[src/rtl/fixed_point_vec_mul_pkg.sv]
// Shared types and saturation limits for the fixed-point vector multiplier.
// Optional rounding is selected with FIXED_POINT_VEC_MUL_ROUND_EN in fixed_point_mul.
package fixed_point_vec_mul_pkg;

    typedef enum logic [1:0] {
        IDLE     = 2'd0,
        MULTIPLY = 2'd1,
        DRAIN    = 2'd2
    } state_t;

    function automatic longint sat_max(input int w);
        return (longint'(1) <<< (w - 1)) - 64'sd1;
    endfunction

    function automatic longint sat_min(input int w);
        return -(longint'(1) <<< (w - 1));
    endfunction

endpackage

[src/rtl/fixed_point_mul.sv]
// Registered signed fixed-point multiply, shift, optional round and saturate.
// Define FIXED_POINT_VEC_MUL_ROUND_EN to add half an LSB before the shift.
module fixed_point_mul
    import fixed_point_vec_mul_pkg::*;
#(
    parameter int WIDTH     = 8,
    parameter int FRAC_BITS = 5
) (
    input  logic             CLK,
    input  logic             RST,
    input  logic             in_valid,
    input  logic [WIDTH-1:0] a,
    input  logic [WIDTH-1:0] b,
    output logic [WIDTH-1:0] prod,
    output logic             ovf,
    output logic             out_valid
);

    // One guard bit above the full product keeps the rounding add from wrapping.
    localparam int PW = 2 * WIDTH + 1;
    localparam logic signed [PW-1:0] SAT_HI = PW'(sat_max(WIDTH));
    localparam logic signed [PW-1:0] SAT_LO = PW'(sat_min(WIDTH));

    logic signed [PW-1:0] a_ext;
    logic signed [PW-1:0] b_ext;
    logic signed [PW-1:0] full;
    logic signed [PW-1:0] biased;
    logic signed [PW-1:0] shifted;
    logic [WIDTH-1:0]     sat_val;
    logic                 sat_hit;

`ifdef FIXED_POINT_VEC_MUL_ROUND_EN
    localparam logic signed [PW-1:0] RND = PW'((64'sd1 <<< FRAC_BITS) >>> 1);
`endif

    always_comb begin
        a_ext   = {{(WIDTH + 1){a[WIDTH-1]}}, a};
        b_ext   = {{(WIDTH + 1){b[WIDTH-1]}}, b};
        full    = a_ext * b_ext;
`ifdef FIXED_POINT_VEC_MUL_ROUND_EN
        biased  = full + RND;
`else
        biased  = full;
`endif
        shifted = biased >>> FRAC_BITS;
        sat_hit = 1'b0;
        sat_val = shifted[WIDTH-1:0];
        if (shifted > SAT_HI) begin
            sat_val = SAT_HI[WIDTH-1:0];
            sat_hit = 1'b1;
        end else if (shifted < SAT_LO) begin
            sat_val = SAT_LO[WIDTH-1:0];
            sat_hit = 1'b1;
        end
    end

    always_ff @(posedge CLK) begin
        if (RST) begin
            prod      <= '0;
            ovf       <= 1'b0;
            out_valid <= 1'b0;
        end else begin
            out_valid <= in_valid;
            if (in_valid) begin
                prod <= sat_val;
                ovf  <= sat_hit;
            end
        end
    end

endmodule

[src/rtl/fixed_point_vec_mul.sv]
// Element-wise fixed-point vector multiplier sharing one registered multiplier.
// Rounding mode follows FIXED_POINT_VEC_MUL_ROUND_EN (see fixed_point_mul).
//
// state    | meaning
// IDLE     | ready; accepts a request and latches both vectors
// MULTIPLY | issues element[index] to the multiplier each cycle
// DRAIN    | waits for the last product to land, then pulses VALID_OUT
module fixed_point_vec_mul
    import fixed_point_vec_mul_pkg::*;
#(
    parameter int WIDTH      = 8,
    parameter int FRAC_BITS  = 5,
    parameter int NUM_INPUTS = 16
) (
    input  logic                        CLK,
    input  logic                        RST,
    input  logic [NUM_INPUTS*WIDTH-1:0] VALUES_A_IN,
    input  logic [NUM_INPUTS*WIDTH-1:0] VALUES_B_IN,
    input  logic                        VALID_IN,
    output logic                        READY_OUT,
    output logic [NUM_INPUTS*WIDTH-1:0] VALUES_OUT,
    output logic                        VALID_OUT,
    output logic                        OVERFLOW
);

    localparam int VEC_W = NUM_INPUTS * WIDTH;
    localparam int IDX_W = $clog2(NUM_INPUTS);
    localparam logic [IDX_W-1:0] LAST = IDX_W'(NUM_INPUTS - 1);

    state_t           state;
    logic [IDX_W-1:0] idx;
    logic [IDX_W-1:0] mul_idx;
    logic [VEC_W-1:0] a_q;
    logic [VEC_W-1:0] b_q;
    logic [VEC_W-1:0] values_q;
    logic             valid_q;
    logic             ovf_q;
    logic             done_pend;

    logic             issue;
    logic [WIDTH-1:0] a_sel;
    logic [WIDTH-1:0] b_sel;
    logic [WIDTH-1:0] mul_prod;
    logic             mul_ovf;
    logic             mul_valid;

    assign issue      = (state == MULTIPLY);
    assign a_sel      = a_q[idx*WIDTH +: WIDTH];
    assign b_sel      = b_q[idx*WIDTH +: WIDTH];
    assign READY_OUT  = (state == IDLE);
    assign VALUES_OUT = values_q;
    assign VALID_OUT  = valid_q;
    assign OVERFLOW   = ovf_q;

    fixed_point_mul #(
        .WIDTH     (WIDTH),
        .FRAC_BITS (FRAC_BITS)
    ) u_mul (
        .CLK       (CLK),
        .RST       (RST),
        .in_valid  (issue),
        .a         (a_sel),
        .b         (b_sel),
        .prod      (mul_prod),
        .ovf       (mul_ovf),
        .out_valid (mul_valid)
    );

    always_ff @(posedge CLK) begin
        if (RST) begin
            state     <= IDLE;
            idx       <= '0;
            mul_idx   <= '0;
            a_q       <= '0;
            b_q       <= '0;
            values_q  <= '0;
            valid_q   <= 1'b0;
            ovf_q     <= 1'b0;
            done_pend <= 1'b0;
        end else begin
            valid_q <= 1'b0;
            // Writeback of the product issued one cycle earlier.
            if (mul_valid) begin
                values_q[mul_idx*WIDTH +: WIDTH] <= mul_prod;
                if (mul_ovf) ovf_q <= 1'b1;
                if (mul_idx == LAST) done_pend <= 1'b1;
            end
            case (state)
                IDLE: begin
                    if (VALID_IN) begin
                        a_q   <= VALUES_A_IN;
                        b_q   <= VALUES_B_IN;
                        idx   <= '0;
                        ovf_q <= 1'b0;
                        state <= MULTIPLY;
                    end
                end
                MULTIPLY: begin
                    mul_idx <= idx;
                    idx     <= idx + 1'b1;
                    if (idx == LAST) state <= DRAIN;
                end
                DRAIN: begin
                    if (done_pend) begin
                        done_pend <= 1'b0;
                        valid_q   <= 1'b1;
                        state     <= IDLE;
                    end
                end
                default: state <= IDLE;
            endcase
        end
    end

endmodule

[config.mk]
export PLATFORM = sky130hd
export DESIGN_NAME = fixed_point_vec_mul
export DESIGN_NICKNAME = d
export VERILOG_FILES = /design/src/rtl/fixed_point_vec_mul_pkg.sv /design/src/rtl/fixed_point_mul.sv /design/src/rtl/fixed_point_vec_mul.sv
export SDC_FILE = /design/constraint.sdc
export NUM_CORES = 1
export LEC_CHECK = 0
export ABC_AREA = 0
export CORE_ASPECT_RATIO = 1.1
export CORE_MARGIN = 2
export CORE_UTILIZATION = 55
export DETAILED_ROUTE_END_ITERATION = 12
export PLACE_DENSITY_LB_ADDON = 0.3
export SYNTH_ARGS = -nofsm -noshare
export SYNTH_HDL_FRONTEND = slang
export SYNTH_SLANG_ARGS = --single-unit
[constraint.sdc]
create_clock -name CLK -period 8.98 [get_ports CLK]
set_input_delay 1.796 -clock CLK [delete_from_list [all_inputs] [get_ports CLK]]
set_output_delay 1.796 -clock CLK [all_outputs]
set_load 0.005 [all_outputs]
==> results by group <==
Run status
  • Status: complete, no violations

Synthesis
  • Sequential area share after synthesis: 43.20%
  • Synth unique cells: 53
  • Synth area leaders: dfxtp_1 (43%), nand2_1 (13%), a21oi_1 (10%)
  • Seq cells post-synth: 407
  • Synth top cells by count: nand2_1 (662), dfxtp_1 (407), a21oi_1 (391)
  • Synth warnings: 0
  • Yosys top cell area share: 43.20%
  • Post-synth EDFFs: 0
  • Predominant post-synthesis flop cell: dfxtp_1
  • Synth Net Count: 2,548
  • Synthesized area per cell: 8.558 um2
  • Post-synth ARST share: 0%
  • Mapped Cells: 2,204
  • Synthesized area: 0.01886 mm2
  • Count leader, synth: nand2_1
  • Area leader, netlist: dfxtp_1

Global route
  • Grt total ovfl: 0
  • First-pass GRT wire length: 86,460 um
  • Vias in the first global route: 16,370
  • Total track usage: 30.12%
  • Largest net degree at the start of global routing: 172
  • Initial antenna violation count: 0

Die
  • Num ports: 390
  • Starting Density: 55.44%
  • Die H: 198.2 um
  • FP Rows: 71
  • Die area: 0.03579 mm2
  • Die W: 180.6 um
  • Core ar.: 0.03402 mm2

Min path
  • Type of the tightest min-delay check: reg -> reg
  • Hold path cells: 2
  • Hold path start: b_q[94]$_SDFFE_PP0P_
  • Hold EP: b_q[94]$_SDFFE_PP0P_

Worst setup path
  • Critical path fanouts, max: 49
  • Slowest CP cell: dfxtp_4
  • Slowest cell delay on critical path: 0.97 ns
  • Critical path data arrival time: 7.71 ns
  • FF-to-FF path depth: 19
  • Reg-to-reg endpoint: u_mul.prod[6]$_SDFFE_PP0P_
  • Worst Setup Start Kind: flip-flop
  • Worst Path Required: 9.38 ns
  • CP dominant cell by count: fa_1
  • Critical path class: reg -> reg
  • R2R Setup Slk: 1.67 ns
  • FF-to-FF Start: idx[0]$_SDFFE_PP0P_
  • Worst Path Buf+Inv: 4
  • CP delay by family, top: adder cells
  • Setup crit end kind: flip-flop
  • CP cell instances: buf_4 -> mux4_2 -> mux4_2 -> or2_1 -> fa_1 -> inv_1 -> fa_1 -> fa_1 -> inv_1 -> fa_1 -> inv_1 -> ha_1 -> a21oi_1 -> o21ai_1 -> a2111oi_0 -> nor4_1 -> a21o_1 -> a21oi_2 -> a211oi_2

Power
  • Max VDD drop: 0.1392 mV
  • PwrDens: 173.5 mW/mm2
  • Switching share of power: 25.70%
  • Leakage power: 8.906 nW
  • Internal power: 3.108 mW
  • Combinational share of power: 12.7%
  • Tot Pwr: 4.183 mW
  • Clock share of power: 40.5%
  • Seq pwr share: 46.8%
  • Psw: 1.075 mW

Placed design
  • Area after DPL: 0.02278 mm2
  • Input/output buffers: 389
  • Gpl congestion: 0.9186
  • Detail Placement HPWL: 40,320 um
  • Placed Cells: 2,892

Timing
  • RSZ-0062 raised after global routing: no
  • Fin. Hold Viols: 0
  • Clock skew: 0.01659 ns
  • Tmin final: 7.314 ns
  • Worst slew pin tran: 1.219 ns
  • Total negative setup slack: 0 ns
  • Peak Freq: 0.1367 GHz
  • Final count of pins violating max slew: 0
  • Max_slew headroom: 18.76%
  • Final setup vio count: 0
  • Crit share post-route: 81.44%

Finish
  • # diodes: 0
  • Syn-to-layout area delta: 27.84%
  • NumNets Final: 2,842
  • Fin util: 70.87%
  • Finished Cell Area: 0.02411 mm2
  • Fraction of layout cells with a size suffix above 1: 7.276%
  • Post-route insts no fill: 2,967

Clock tree
  • CTS resizes: 0
  • H-tree depth: 2
  • Num CTS Buffers: 42
  • Clk pin slew, worst setup/hold paths: 0.06 ns
  • Clock insertion delay at the later pin of the skew report: 0.55 ns
  • Root buf cell: clkbuf_16
  • CTS tree: built
  • CTS Sinks: 407
  • Hold-fix buffer count after cts: 0
  • CTS Buffer Depth: 3
  • Postcts setup bufs: 0

Routing
  • Drt drc: 0
  • Via density: 5.705
  • Post-Route WL: 55,280 um
  • Via count: 16,930
  • Iter 0 DRT Violations: 1,420
  • Final ANT Viol Nets: 0
  • Pre-antenna DRT Iters: 5
  • Wire per inst: 18.63 um

Run
  • Max-Cap Viols: 0
## through the flow
stage               hold slack, ns  setup slack (ns)
detailed placement          0.4437             1.791
global placement            0.4392             2.049
global route                0.4649             1.314
finish                      0.4509             1.666
CTS                         0.4516             1.769
floorplan                   0.4331             2.803
## worst reg2reg max path, delay by kind of cell, from the launching register on
family / cells / cell delay, ns
mux: 2 / 1.13
buf+inv: 4 / 0.58
simple gates: 2 / 0.45
fa+ha+maj: 5 / 2.32
flops: 1 / 0.97
compound gates: 6 / 1.69
## worst max path at each step
stage                     cells past startpoint                         end                 from  slack [ns]
after floorplan                              19  u_mul.prod[1]$_SDFFE_PP0P_  idx[0]$_SDFFE_PP0P_        2.80
after global placement                       18  u_mul.prod[5]$_SDFFE_PP0P_  idx[0]$_SDFFE_PP0P_        2.05
after detailed placement                     19  u_mul.prod[6]$_SDFFE_PP0P_  idx[0]$_SDFFE_PP0P_        1.79
after CTS                                    19  u_mul.prod[6]$_SDFFE_PP0P_  idx[0]$_SDFFE_PP0P_        1.77
after global routing                         18  u_mul.prod[1]$_SDFFE_PP0P_  idx[0]$_SDFFE_PP0P_        1.31
final                                        19  u_mul.prod[6]$_SDFFE_PP0P_  idx[0]$_SDFFE_PP0P_        1.67
## routing by layer
layer	track usage, %	routed length (um)	vias up
met3	4.708	4149	156
li1	-	-	7943
met1	38.21	21860	7976
met5	0	0	-
met2	51.71	27200	851
met4	12.13	2065	0
## power by group through the flow
stage	clock, mW	combinational, mW	sequential (mW)
2_1_floorplan	0	0.346	1.94
3_3_place_gp	0	0.509	1.99
6_report	1.70	0.529	1.96
4_1_cts	1.70	0.526	1.96
5_1_grt	1.77	0.576	1.97
3_5_place_dp	0	0.523	2.00
## state kept, by name, summed over array words and instances (netlist names)
| name | flops |
|---|---|
| VALUES_OUT | 128 |
| a_q | 128 |
| b_q | 128 |
| u_mul.prod | 8 |
| idx | 4 |
| mul_idx | 4 |
| state | 2 |
| OVERFLOW | 1 |
| VALID_OUT | 1 |
| done_pend | 1 |
| u_mul.out_valid | 1 |
| u_mul.ovf | 1 |
## cell usage in the layout, fill, tap and decap left out, drive strengths merged, types with 4 or more instances in the layout
master / synthesis / layout
nand2: 662 / 662
dfxtp: 407 / 407
a21oi: 393 / 393
clkdlybuf4s50: 0 / 388
nor2: 103 / 103
nand3: 84 / 84
mux4: 79 / 79
inv: 63 / 65
clkbuf: 127 / 62
fa: 54 / 54
and2: 49 / 49
ha: 31 / 31
nor3: 17 / 17
mux2i: 16 / 16
and3: 15 / 15
xnor2: 14 / 14
buf: 25 / 14
o21ai: 11 / 11
a211oi: 11 / 11
clkinv: 0 / 8
nand2b: 6 / 6
a21o: 5 / 5
nor2b: 4 / 4
or2: 4 / 4
nor4: 4 / 4
## cell families (layout without fill, tap and decap cells)
logic type / count (synthesis) / after routing / synth area share [%]
and+or+nand+nor: 957 / 957 / 21.17
AOI/OAI and AO/OA: 429 / 429 / 12.07
DFF: 407 / 407 / 43.20
buffers and inverters: 215 / 540 / 4.723
muxes: 96 / 96 / 10.35
adders and majority gates: 85 / 85 / 7.788
xor gates and xnor gates: 15 / 15 / 0.6965
## cell type report
class                      instances  area (um2)
clock buffer                      62        1217
clock inverter                    13       113.9
fill                            2523        9911
inverter                          63       236.5
multi-input combinational       1582        9833
sequential                       407        8155
tap                              438       548.0
timing repair buffer             402        4009
(Power assumes the default switching activity.)
